[src/rtl/clut_cache_loader_if.sv]
// Load-request, VRAM block-read and CLUT write buses of the CLUT cache loader.
// The loader connects through the slave modport; the pipeline/memory side uses master.
interface clut_cache_loader_if;
    logic        load_req;
    logic [5:0]  load_clutX;
    logic [8:0]  load_clutY;
    logic        load_is8bit;
    logic        invalidate;
    logic        ready;
    logic        busy;
    logic        load_done;

    logic        mem_req;
    logic [14:0] mem_addr;
    logic        mem_ack;
    logic        mem_dvalid;
    logic [31:0] mem_data;

    logic        clut_we;
    logic [6:0]  clut_waddr;
    logic [31:0] clut_wdata;

    modport slave (
        input  load_req, load_clutX, load_clutY, load_is8bit, invalidate,
        output ready, busy, load_done,
        output mem_req, mem_addr,
        input  mem_ack, mem_dvalid, mem_data,
        output clut_we, clut_waddr, clut_wdata
    );

    modport master (
        output load_req, load_clutX, load_clutY, load_is8bit, invalidate,
        input  ready, busy, load_done,
        input  mem_req, mem_addr,
        output mem_ack, mem_dvalid, mem_data,
        input  clut_we, clut_waddr, clut_wdata
    );
endinterface

[src/rtl/clut_cache_loader.sv]
// Tagged CLUT cache refill sequencer: fetches 16 or 256 palette entries from VRAM in 16-pixel blocks.
// Optional hit/miss counters are compiled in when CLUT_LOADER_PERF_EN is defined.
module clut_cache_loader #(
    parameter int BEATS_PER_BLOCK = 8
) (
    input logic clk,
    input logic rst,
    clut_cache_loader_if.slave bus
`ifdef CLUT_LOADER_PERF_EN
    ,
    output logic [15:0] perf_hits,
    output logic [15:0] perf_misses
`endif
);

    localparam logic [1:0] IDLE = 2'd0;
    localparam logic [1:0] REQ  = 2'd1;
    localparam logic [1:0] DATA = 2'd2;
    localparam logic [1:0] DONE = 2'd3;

    localparam logic [2:0] LAST_BEAT = 3'(BEATS_PER_BLOCK - 1);

    logic [1:0]  state;
    logic        tagValid;
    logic        tagIs8bit;
    logic [5:0]  tagX;
    logic [8:0]  tagY;
    logic [5:0]  reqX;
    logic [8:0]  reqY;
    logic        reqIs8bit;
    logic [3:0]  blk;
    logic [2:0]  beat;
    logic        invSeen;
    logic        loadDone;
    logic        clutWe;
    logic [6:0]  clutWaddr;
    logic [31:0] clutWdata;

    logic        accept;
    logic        hit;
    logic        lastBlk;
    logic [5:0]  xBlk;

    // A same-cycle invalidate wins over the tag, and an 8-bit load covers 4-bit requests.
    assign accept  = (state == IDLE) && bus.load_req;
    assign hit     = tagValid && !bus.invalidate &&
                     (tagX == bus.load_clutX) && (tagY == bus.load_clutY) &&
                     (tagIs8bit || !bus.load_is8bit);
    assign lastBlk = (blk == (reqIs8bit ? 4'd15 : 4'd0));
    assign xBlk    = reqX + {2'b00, blk};

    always_ff @(posedge clk) begin
        if (rst) begin
            state     <= IDLE;
            tagValid  <= 1'b0;
            tagIs8bit <= 1'b0;
            tagX      <= '0;
            tagY      <= '0;
            reqX      <= '0;
            reqY      <= '0;
            reqIs8bit <= 1'b0;
            blk       <= '0;
            beat      <= '0;
            invSeen   <= 1'b0;
            loadDone  <= 1'b0;
            clutWe    <= 1'b0;
            clutWaddr <= '0;
            clutWdata <= '0;
        end else begin
            loadDone <= 1'b0;
            clutWe   <= 1'b0;
            case (state)
                IDLE: begin
                    if (bus.invalidate) tagValid <= 1'b0;
                    if (bus.load_req) begin
                        if (hit) begin
                            loadDone <= 1'b1;
                        end else begin
                            reqX      <= bus.load_clutX;
                            reqY      <= bus.load_clutY;
                            reqIs8bit <= bus.load_is8bit;
                            blk       <= '0;
                            tagValid  <= 1'b0;
                            invSeen   <= 1'b0;
                            state     <= REQ;
                        end
                    end
                end
                REQ: begin
                    if (bus.mem_ack) begin
                        beat  <= '0;
                        state <= DATA;
                    end
                end
                DATA: begin
                    if (bus.mem_dvalid) begin
                        clutWe    <= 1'b1;
                        clutWaddr <= {blk, beat};
                        clutWdata <= bus.mem_data;
                        beat      <= beat + 3'd1;
                        if (beat == LAST_BEAT) begin
                            if (lastBlk) begin
                                state <= DONE;
                            end else begin
                                blk   <= blk + 4'd1;
                                state <= REQ;
                            end
                        end
                    end
                end
                DONE: begin
                    // The final pair is written this cycle, so the tag may now be published.
                    tagValid  <= !invSeen && !bus.invalidate;
                    tagX      <= reqX;
                    tagY      <= reqY;
                    tagIs8bit <= reqIs8bit;
                    loadDone  <= 1'b1;
                    state     <= IDLE;
                end
                default: state <= IDLE;
            endcase
            if ((state != IDLE) && bus.invalidate) invSeen <= 1'b1;
        end
    end

    assign bus.ready      = (state == IDLE);
    assign bus.busy       = (state != IDLE);
    assign bus.load_done  = loadDone;
    assign bus.mem_req    = (state == REQ);
    assign bus.mem_addr   = {reqY, xBlk};
    assign bus.clut_we    = clutWe;
    assign bus.clut_waddr = clutWaddr;
    assign bus.clut_wdata = clutWdata;

`ifdef CLUT_LOADER_PERF_EN
    logic [15:0] hitCount;
    logic [15:0] missCount;

    // Saturating counters, one event per accepted request.
    always_ff @(posedge clk) begin
        if (rst) begin
            hitCount  <= '0;
            missCount <= '0;
        end else if (accept) begin
            if (hit && (hitCount != 16'hFFFF)) hitCount <= hitCount + 16'd1;
            if (!hit && (missCount != 16'hFFFF)) missCount <= missCount + 16'd1;
        end
    end

    assign perf_hits   = hitCount;
    assign perf_misses = missCount;
`else
    logic unusedAccept;
    assign unusedAccept = accept;
`endif

endmodule
[src/flat_wrapper.sv]
// flat-port wrapper written by rule: the top's interface ports become plain ports
module clut_cache_loader_flat 
#(
    parameter int BEATS_PER_BLOCK = 8
)
  (clk, rst, bus_load_req, bus_load_clutX, bus_load_clutY, bus_load_is8bit, bus_invalidate, bus_ready, bus_busy, bus_load_done, bus_mem_req, bus_mem_addr, bus_mem_ack, bus_mem_dvalid, bus_mem_data, bus_clut_we, bus_clut_waddr, bus_clut_wdata);
  clut_cache_loader_if bus_i ();
  input logic clk;
  input logic rst;
  input wire logic [$bits(bus_i.load_req)-1:0] bus_load_req;
  input wire logic [$bits(bus_i.load_clutX)-1:0] bus_load_clutX;
  input wire logic [$bits(bus_i.load_clutY)-1:0] bus_load_clutY;
  input wire logic [$bits(bus_i.load_is8bit)-1:0] bus_load_is8bit;
  input wire logic [$bits(bus_i.invalidate)-1:0] bus_invalidate;
  output wire logic [$bits(bus_i.ready)-1:0] bus_ready;
  output wire logic [$bits(bus_i.busy)-1:0] bus_busy;
  output wire logic [$bits(bus_i.load_done)-1:0] bus_load_done;
  output wire logic [$bits(bus_i.mem_req)-1:0] bus_mem_req;
  output wire logic [$bits(bus_i.mem_addr)-1:0] bus_mem_addr;
  input wire logic [$bits(bus_i.mem_ack)-1:0] bus_mem_ack;
  input wire logic [$bits(bus_i.mem_dvalid)-1:0] bus_mem_dvalid;
  input wire logic [$bits(bus_i.mem_data)-1:0] bus_mem_data;
  output wire logic [$bits(bus_i.clut_we)-1:0] bus_clut_we;
  output wire logic [$bits(bus_i.clut_waddr)-1:0] bus_clut_waddr;
  output wire logic [$bits(bus_i.clut_wdata)-1:0] bus_clut_wdata;
  assign bus_i.load_req = bus_load_req;
  assign bus_i.load_clutX = bus_load_clutX;
  assign bus_i.load_clutY = bus_load_clutY;
  assign bus_i.load_is8bit = bus_load_is8bit;
  assign bus_i.invalidate = bus_invalidate;
  assign bus_ready = bus_i.ready;
  assign bus_busy = bus_i.busy;
  assign bus_load_done = bus_i.load_done;
  assign bus_mem_req = bus_i.mem_req;
  assign bus_mem_addr = bus_i.mem_addr;
  assign bus_i.mem_ack = bus_mem_ack;
  assign bus_i.mem_dvalid = bus_mem_dvalid;
  assign bus_i.mem_data = bus_mem_data;
  assign bus_clut_we = bus_i.clut_we;
  assign bus_clut_waddr = bus_i.clut_waddr;
  assign bus_clut_wdata = bus_i.clut_wdata;
  clut_cache_loader #(.BEATS_PER_BLOCK(BEATS_PER_BLOCK)) u_core (.clk(clk), .rst(rst), .bus(bus_i));
endmodule
[config.mk]
export PLATFORM = sky130hd
export DESIGN_NAME = clut_cache_loader_flat
export DESIGN_NICKNAME = d
export VERILOG_FILES = /design/src/rtl/clut_cache_loader_if.sv /design/src/rtl/clut_cache_loader.sv /design/src/flat_wrapper.sv
export SDC_FILE = /design/constraint.sdc
export NUM_CORES = 1
export LEC_CHECK = 0
export ABC_AREA = 1
export BUFFER_PORTS_ARGS = -buffer_cell sky130_fd_sc_hd__buf_4
export CAP_MARGIN = 20
export CORE_UTILIZATION = 34
export CTS_CLUSTER_SIZE = 28
export DETAILED_ROUTE_END_ITERATION = 8
export GPL_TIMING_DRIVEN = 0
export PLACE_DENSITY = 0.57
export SYNTH_ARGS = -nofsm -noshare
export SYNTH_HDL_FRONTEND = slang
export SYNTH_SLANG_ARGS = --single-unit
[constraint.sdc]
create_clock -name clk -period 5.5 [get_ports clk]
set_clock_uncertainty 0.2 [all_clocks]
set_input_delay 0.825 -clock clk [delete_from_list [all_inputs] [get_ports clk]]
set_output_delay 0.825 -clock clk [all_outputs]
set_load 0.01 [all_outputs]
# ---- Yosys cells after proc, flatten, opt, wreduce, memory -nomap -nowiden
# Cells that the tools add are included.
dict set report word_totals {
  regBits 84
  input_bits 54
  output_inout_bits 59
}
dict set report op_classes {
  add_sub_neg 3
  n_eq_ne 14
  muxes 29
  bitwise 2
  n_reduce_logical 24
}
# cell count
set op_table {}
lappend op_table {{2-to-1 mux 4 bit} 6}
lappend op_table {{2-to-1 mux 2 bit} 6}
lappend op_table {{nonzero test 2 bit} 6}
lappend op_table {{2-to-1 mux 1 bit} 10}
lappend op_table {{inequality test 2 bit (second input constant)} 5}
lappend op_table {{equality test 9 bit} 1}
lappend op_table {{AND reduction 3 bit} 3}
lappend op_table {{case mux 2 bit (4 select lines)} 1}
lappend op_table {{case mux 4 bit (2 select lines)} 1}
lappend op_table {{adder 6 x 4 -> 6 bit} 1}
lappend op_table {{equality test 6 bit} 1}
lappend op_table {{logical AND 1 bit} 6}
lappend op_table {{2-to-1 mux 3 bit} 2}
lappend op_table {{case mux 3 bit (2 select lines)} 1}
lappend op_table {{AND reduction 6 bit} 1}
lappend op_table {{AND reduction 5 bit} 1}
lappend op_table {{adder 4 x 1 -> 4 bit (second input constant)} 1}
lappend op_table {{equality test 2 bit (second input constant)} 2}
lappend op_table {{equality test 4 bit} 1}
lappend op_table {{inequality test 2 x 1 -> 1 bit (second input constant)} 2}
lappend op_table {{case mux 1 bit (2 select lines)} 2}
lappend op_table {{adder 3 x 1 -> 3 bit (second input constant)} 1}
lappend op_table {{equality test 3 bit (second input constant)} 1}
lappend op_table {{zero test 1 bit} 3}
lappend op_table {{6 further kinds} 7}

# ---- Logic depth before layout (Yosys ltp)
dict set report logic_depth {
  word_depth 9
  ltp_mapped 11
}

# ---- Worst setup path after synthesis
# OpenSTA, ideal clock, no wires.
dict set report synth_timing {
  path_type {flip-flop to output port}
  from {register u_core.blk[2]}
  to {output port bus_mem_addr[5]}
  arrival_time_ps 1500
  required_ps 4475
  setup_slack_ps 2975
  path_stages_with_launch 8
  path_buffers 0
  cell_sequence {dfxtp_1 ha_1 nand2_1 nor2_1 a211oi_1 nor2_1 o21ai_0 xor2_1}
}
dict set report synth_between {
  elab_chain_cells 1
}
# element line_no
set synth_lines {}
lappend synth_lines {{from (decl)} clut_cache_loader.sv:31} ;# logic [3:0] blk;
lappend synth_lines {{from (signal assigned)} clut_cache_loader.sv:105} ;# blk <= blk + 4'd1;
lappend synth_lines {{adder 6 x 4 -> 6 bit} clut_cache_loader.sv:50} ;# assign xBlk = reqX + {2'b00, blk};
lappend synth_lines {{to (decl)} flat_wrapper.sv:19} ;# output wire logic [$bits(bus_i.mem_addr)-1:0] bus_mem_addr;
# No other way between the ends.

# ---- Worst setup path after layout
# Same ends and word-level chain as after synthesis.

==> run summary <==
antenna cell count -> 0
I/O Pins -> 113
kind of end point of the critical path -> primary output
number of cells in the design after placement -> 763
r2r setup slk -> 3.30 ns
worst-margin pin slew -> 0.722 ns
fraction of layout instances using a drive strength above 1 -> 25.0%
synthesized net count -> 582
first-pass GRT wire length -> 16,900 um
Startpoint Class -> flip-flop
maximum clock frequency -> 0.317 GHz
net count reported at finish -> 704
most frequent cells in the layout -> sky130_fd_sc_hd__nor2_1 (117), sky130_fd_sc_hd__buf_4 (111), sky130_fd_sc_hd__dfxtp_1 (84), sky130_fd_sc_hd__nand2_1 (74), sky130_fd_sc_hd__o21ai_0 (64)
Pins Over Slew Limit -> 0
PortBufs -> 111
gate count of the mapped netlist -> 516
post-synthesis cell area -> 0.00374 mm^2
count of cells along the worst register-to-register path -> 8
standard cell core area -> 0.0105 mm^2
RSZ-0062 raised after global routing -> no
row count -> 37
post-route insts no fill -> 779
status -> complete, no violations
TritonCTS clock tree -> done
CP Launch Point -> u_core.blk[2]
pin count of the biggest net entering global routing -> 17
count of final hold-check violations -> 0
Max FO, Critical Path -> 5
WL final -> 10,600 um
power density over the cells -> 411 mW/mm^2
average wire per cell in the routed design -> 13.6 um
via count of the first global-routing pass -> 3,449
overall routing resource usage -> 19.1%
worst reg2reg endpoint -> u_core.bus.clut_waddr[5]
initial drt markers -> 227
start point of the worst hold path -> u_core.invSeen
count of cells along the worst hold path -> 2
number of instances resized during post-cts repair -> 0
number of distinct library cells after synthesis -> 32
number of max-cap violations -> 0
Layout area overhead -> 32.9%
endpoint of the worst hold path -> u_core.invSeen
worst hold-check path type -> reg2reg
CTS HTree Levels -> 3
Arr. time, crit path -> 2.13 ns
synthesized flop and latch total -> 84
commonest non-fill, non-tap cell in the layout -> sky130_fd_sc_hd__nor2_1
CTS clk-pin slew, worst paths -> 0.09 ns
clk root buf -> sky130_fd_sc_hd__clkbuf_8
number of antenna-violating nets in the routed design -> 0
launching point of the worst reg2reg path -> u_core.state[0]
Worst slew margin -> 51.8%
via count -> 3,684
Die Footprint -> 0.0114 mm^2
number of warnings issued by yosys -> 0
share of the yosys chip area belonging to registers -> 45.0%
clock buffer count from CTS -> 9
count of hold-fix buffers inserted at cts -> 0
leakage power -> 2.29 nW
remaining global-route overflow -> 0
required time at the endpoint of the critical path -> 4.47 ns
effective utilization at floorplan -> 35.6%
DIE WIDTH -> 107 um
setup repair bufs after CTS -> 0
number of antenna violations at the first check in global routing -> 0
Period minus WS final -> 3.15 ns
height of the die -> 107 um
final weighted congestion in routability-driven placement -> 0.814
Via density -> 4.73
1st-pass router iterations -> 4
placed wire-length estimate -> 7900 um
type of the worst setup path -> reg2out
Power, Total -> 2.04 mW
DRC -> 0
number of sinks handled by clock tree synthesis -> 84
Setup Viol. Count Final -> 0
maximum buffer depth of the clock tree -> 2
Syn Area/Cell -> 7.25 um^2
final worst-path cycle share -> 57.3%
setup_tns -> 0 ns
Clock Latency Late Sink -> 0.36 ns
peak supply drop -> 133 uV
[through the flow]
step                      cell area (um^2)  setup slack, ns  util [%]  hold WS, ns
after global routing                  4970             2.14      47.3        0.295
after CTS                             4970             2.33      47.3        0.273
after floorplan                       3740             2.98         -        0.239
after global placement                4740             2.74      45.1        0.249
after detailed placement              4740             2.75      45.1        0.259
final                                 4970             2.35      47.3        0.273
[synth_stat cells, drive strengths merged]
cell	instances	share of area (%)
nor2	121	13
dfxtp	84	45
nand2	81	8.7
o21ai	67	9.0
inv	50	5.0
a21oi	42	6.4
nand3	16	2.4
clkbuf	13	1.3
buf	12	2.0
ha	11	3.7
nand4	6	1.0
xor2	3	0.70
clkinv	2	0.20
or2	2	0.33
a211oi	1	0.20
a31oi	1	0.17
fa	1	0.54
nand3b	1	0.20
o22ai	1	0.17
xnor2	1	0.23
[worst max-delay path, stage by stage, from the launching register on]
cell	delay, ns
sky130_fd_sc_hd__dfxtp_1	0.37
sky130_fd_sc_hd__ha_1	0.37
sky130_fd_sc_hd__nand2_1	0.08
sky130_fd_sc_hd__nor2_1	0.04
sky130_fd_sc_hd__a211oi_1	0.29
sky130_fd_sc_hd__nor2_1	0.07
sky130_fd_sc_hd__o21ai_0	0.25
sky130_fd_sc_hd__xor2_1	0.17
sky130_fd_sc_hd__buf_4	0.13
[cell families (layout without fill, tap and decap cells)]
kind of cell    count (synthesis)  count (layout)  synth area share [%]
compound gates                112             112                  15.9
xor+xnor                        4               4                 0.937
fa+ha+maj                      12              12                  4.22
buf+inv                        77             204                  8.57
flops                          84              84                  45.0
simple gates                  227             227                  25.4
[sequential cells by signal, summed over array words and instances (netlist names), 2 cells and up]
signal / count
u_core.beat: 3
u_core.blk: 4
u_core.bus.clut_waddr: 7
u_core.bus.clut_wdata: 32
u_core.reqX: 6
u_core.reqY: 9
u_core.state: 2
u_core.tagX: 6
u_core.tagY: 9
[where the power goes]
group / leakage, nW / internal, mW / total [mW] / switching [mW]
Combinational: 1.49 / 0.319 / 0.742 / 0.423
Sequential: 0.683 / 0.712 / 0.786 / 0.0742
Clock: 0.115 / 0.263 / 0.513 / 0.249
[metal layers]
metal  wire length (um)  GRT usage, %
met5                  0             0
met4                 77          5.68
met3                607          4.07
met2               4960          32.2
met1               4910          24.5
[cell type report]
cell class / instances / area [um^2]
Fill cell: 1068 / 5540
Multi-Input combinational cell: 355 / 1740
Sequential cell: 84 / 1680
Timing Repair Buffer: 111 / 833
Inverter: 52 / 195
Tap cell: 136 / 170
Buffer: 25 / 125
Clock buffer: 9 / 124
Clock inverter: 7 / 104
[worst max path at each step]
stage                                 end
after floorplan           bus_mem_addr[5]
after CTS                 bus_mem_addr[5]
after global placement    bus_mem_addr[5]
after global routing      bus_mem_addr[5]
final                     bus_mem_addr[5]
after detailed placement  bus_mem_addr[5]
(Power assumes the default switching activity.)
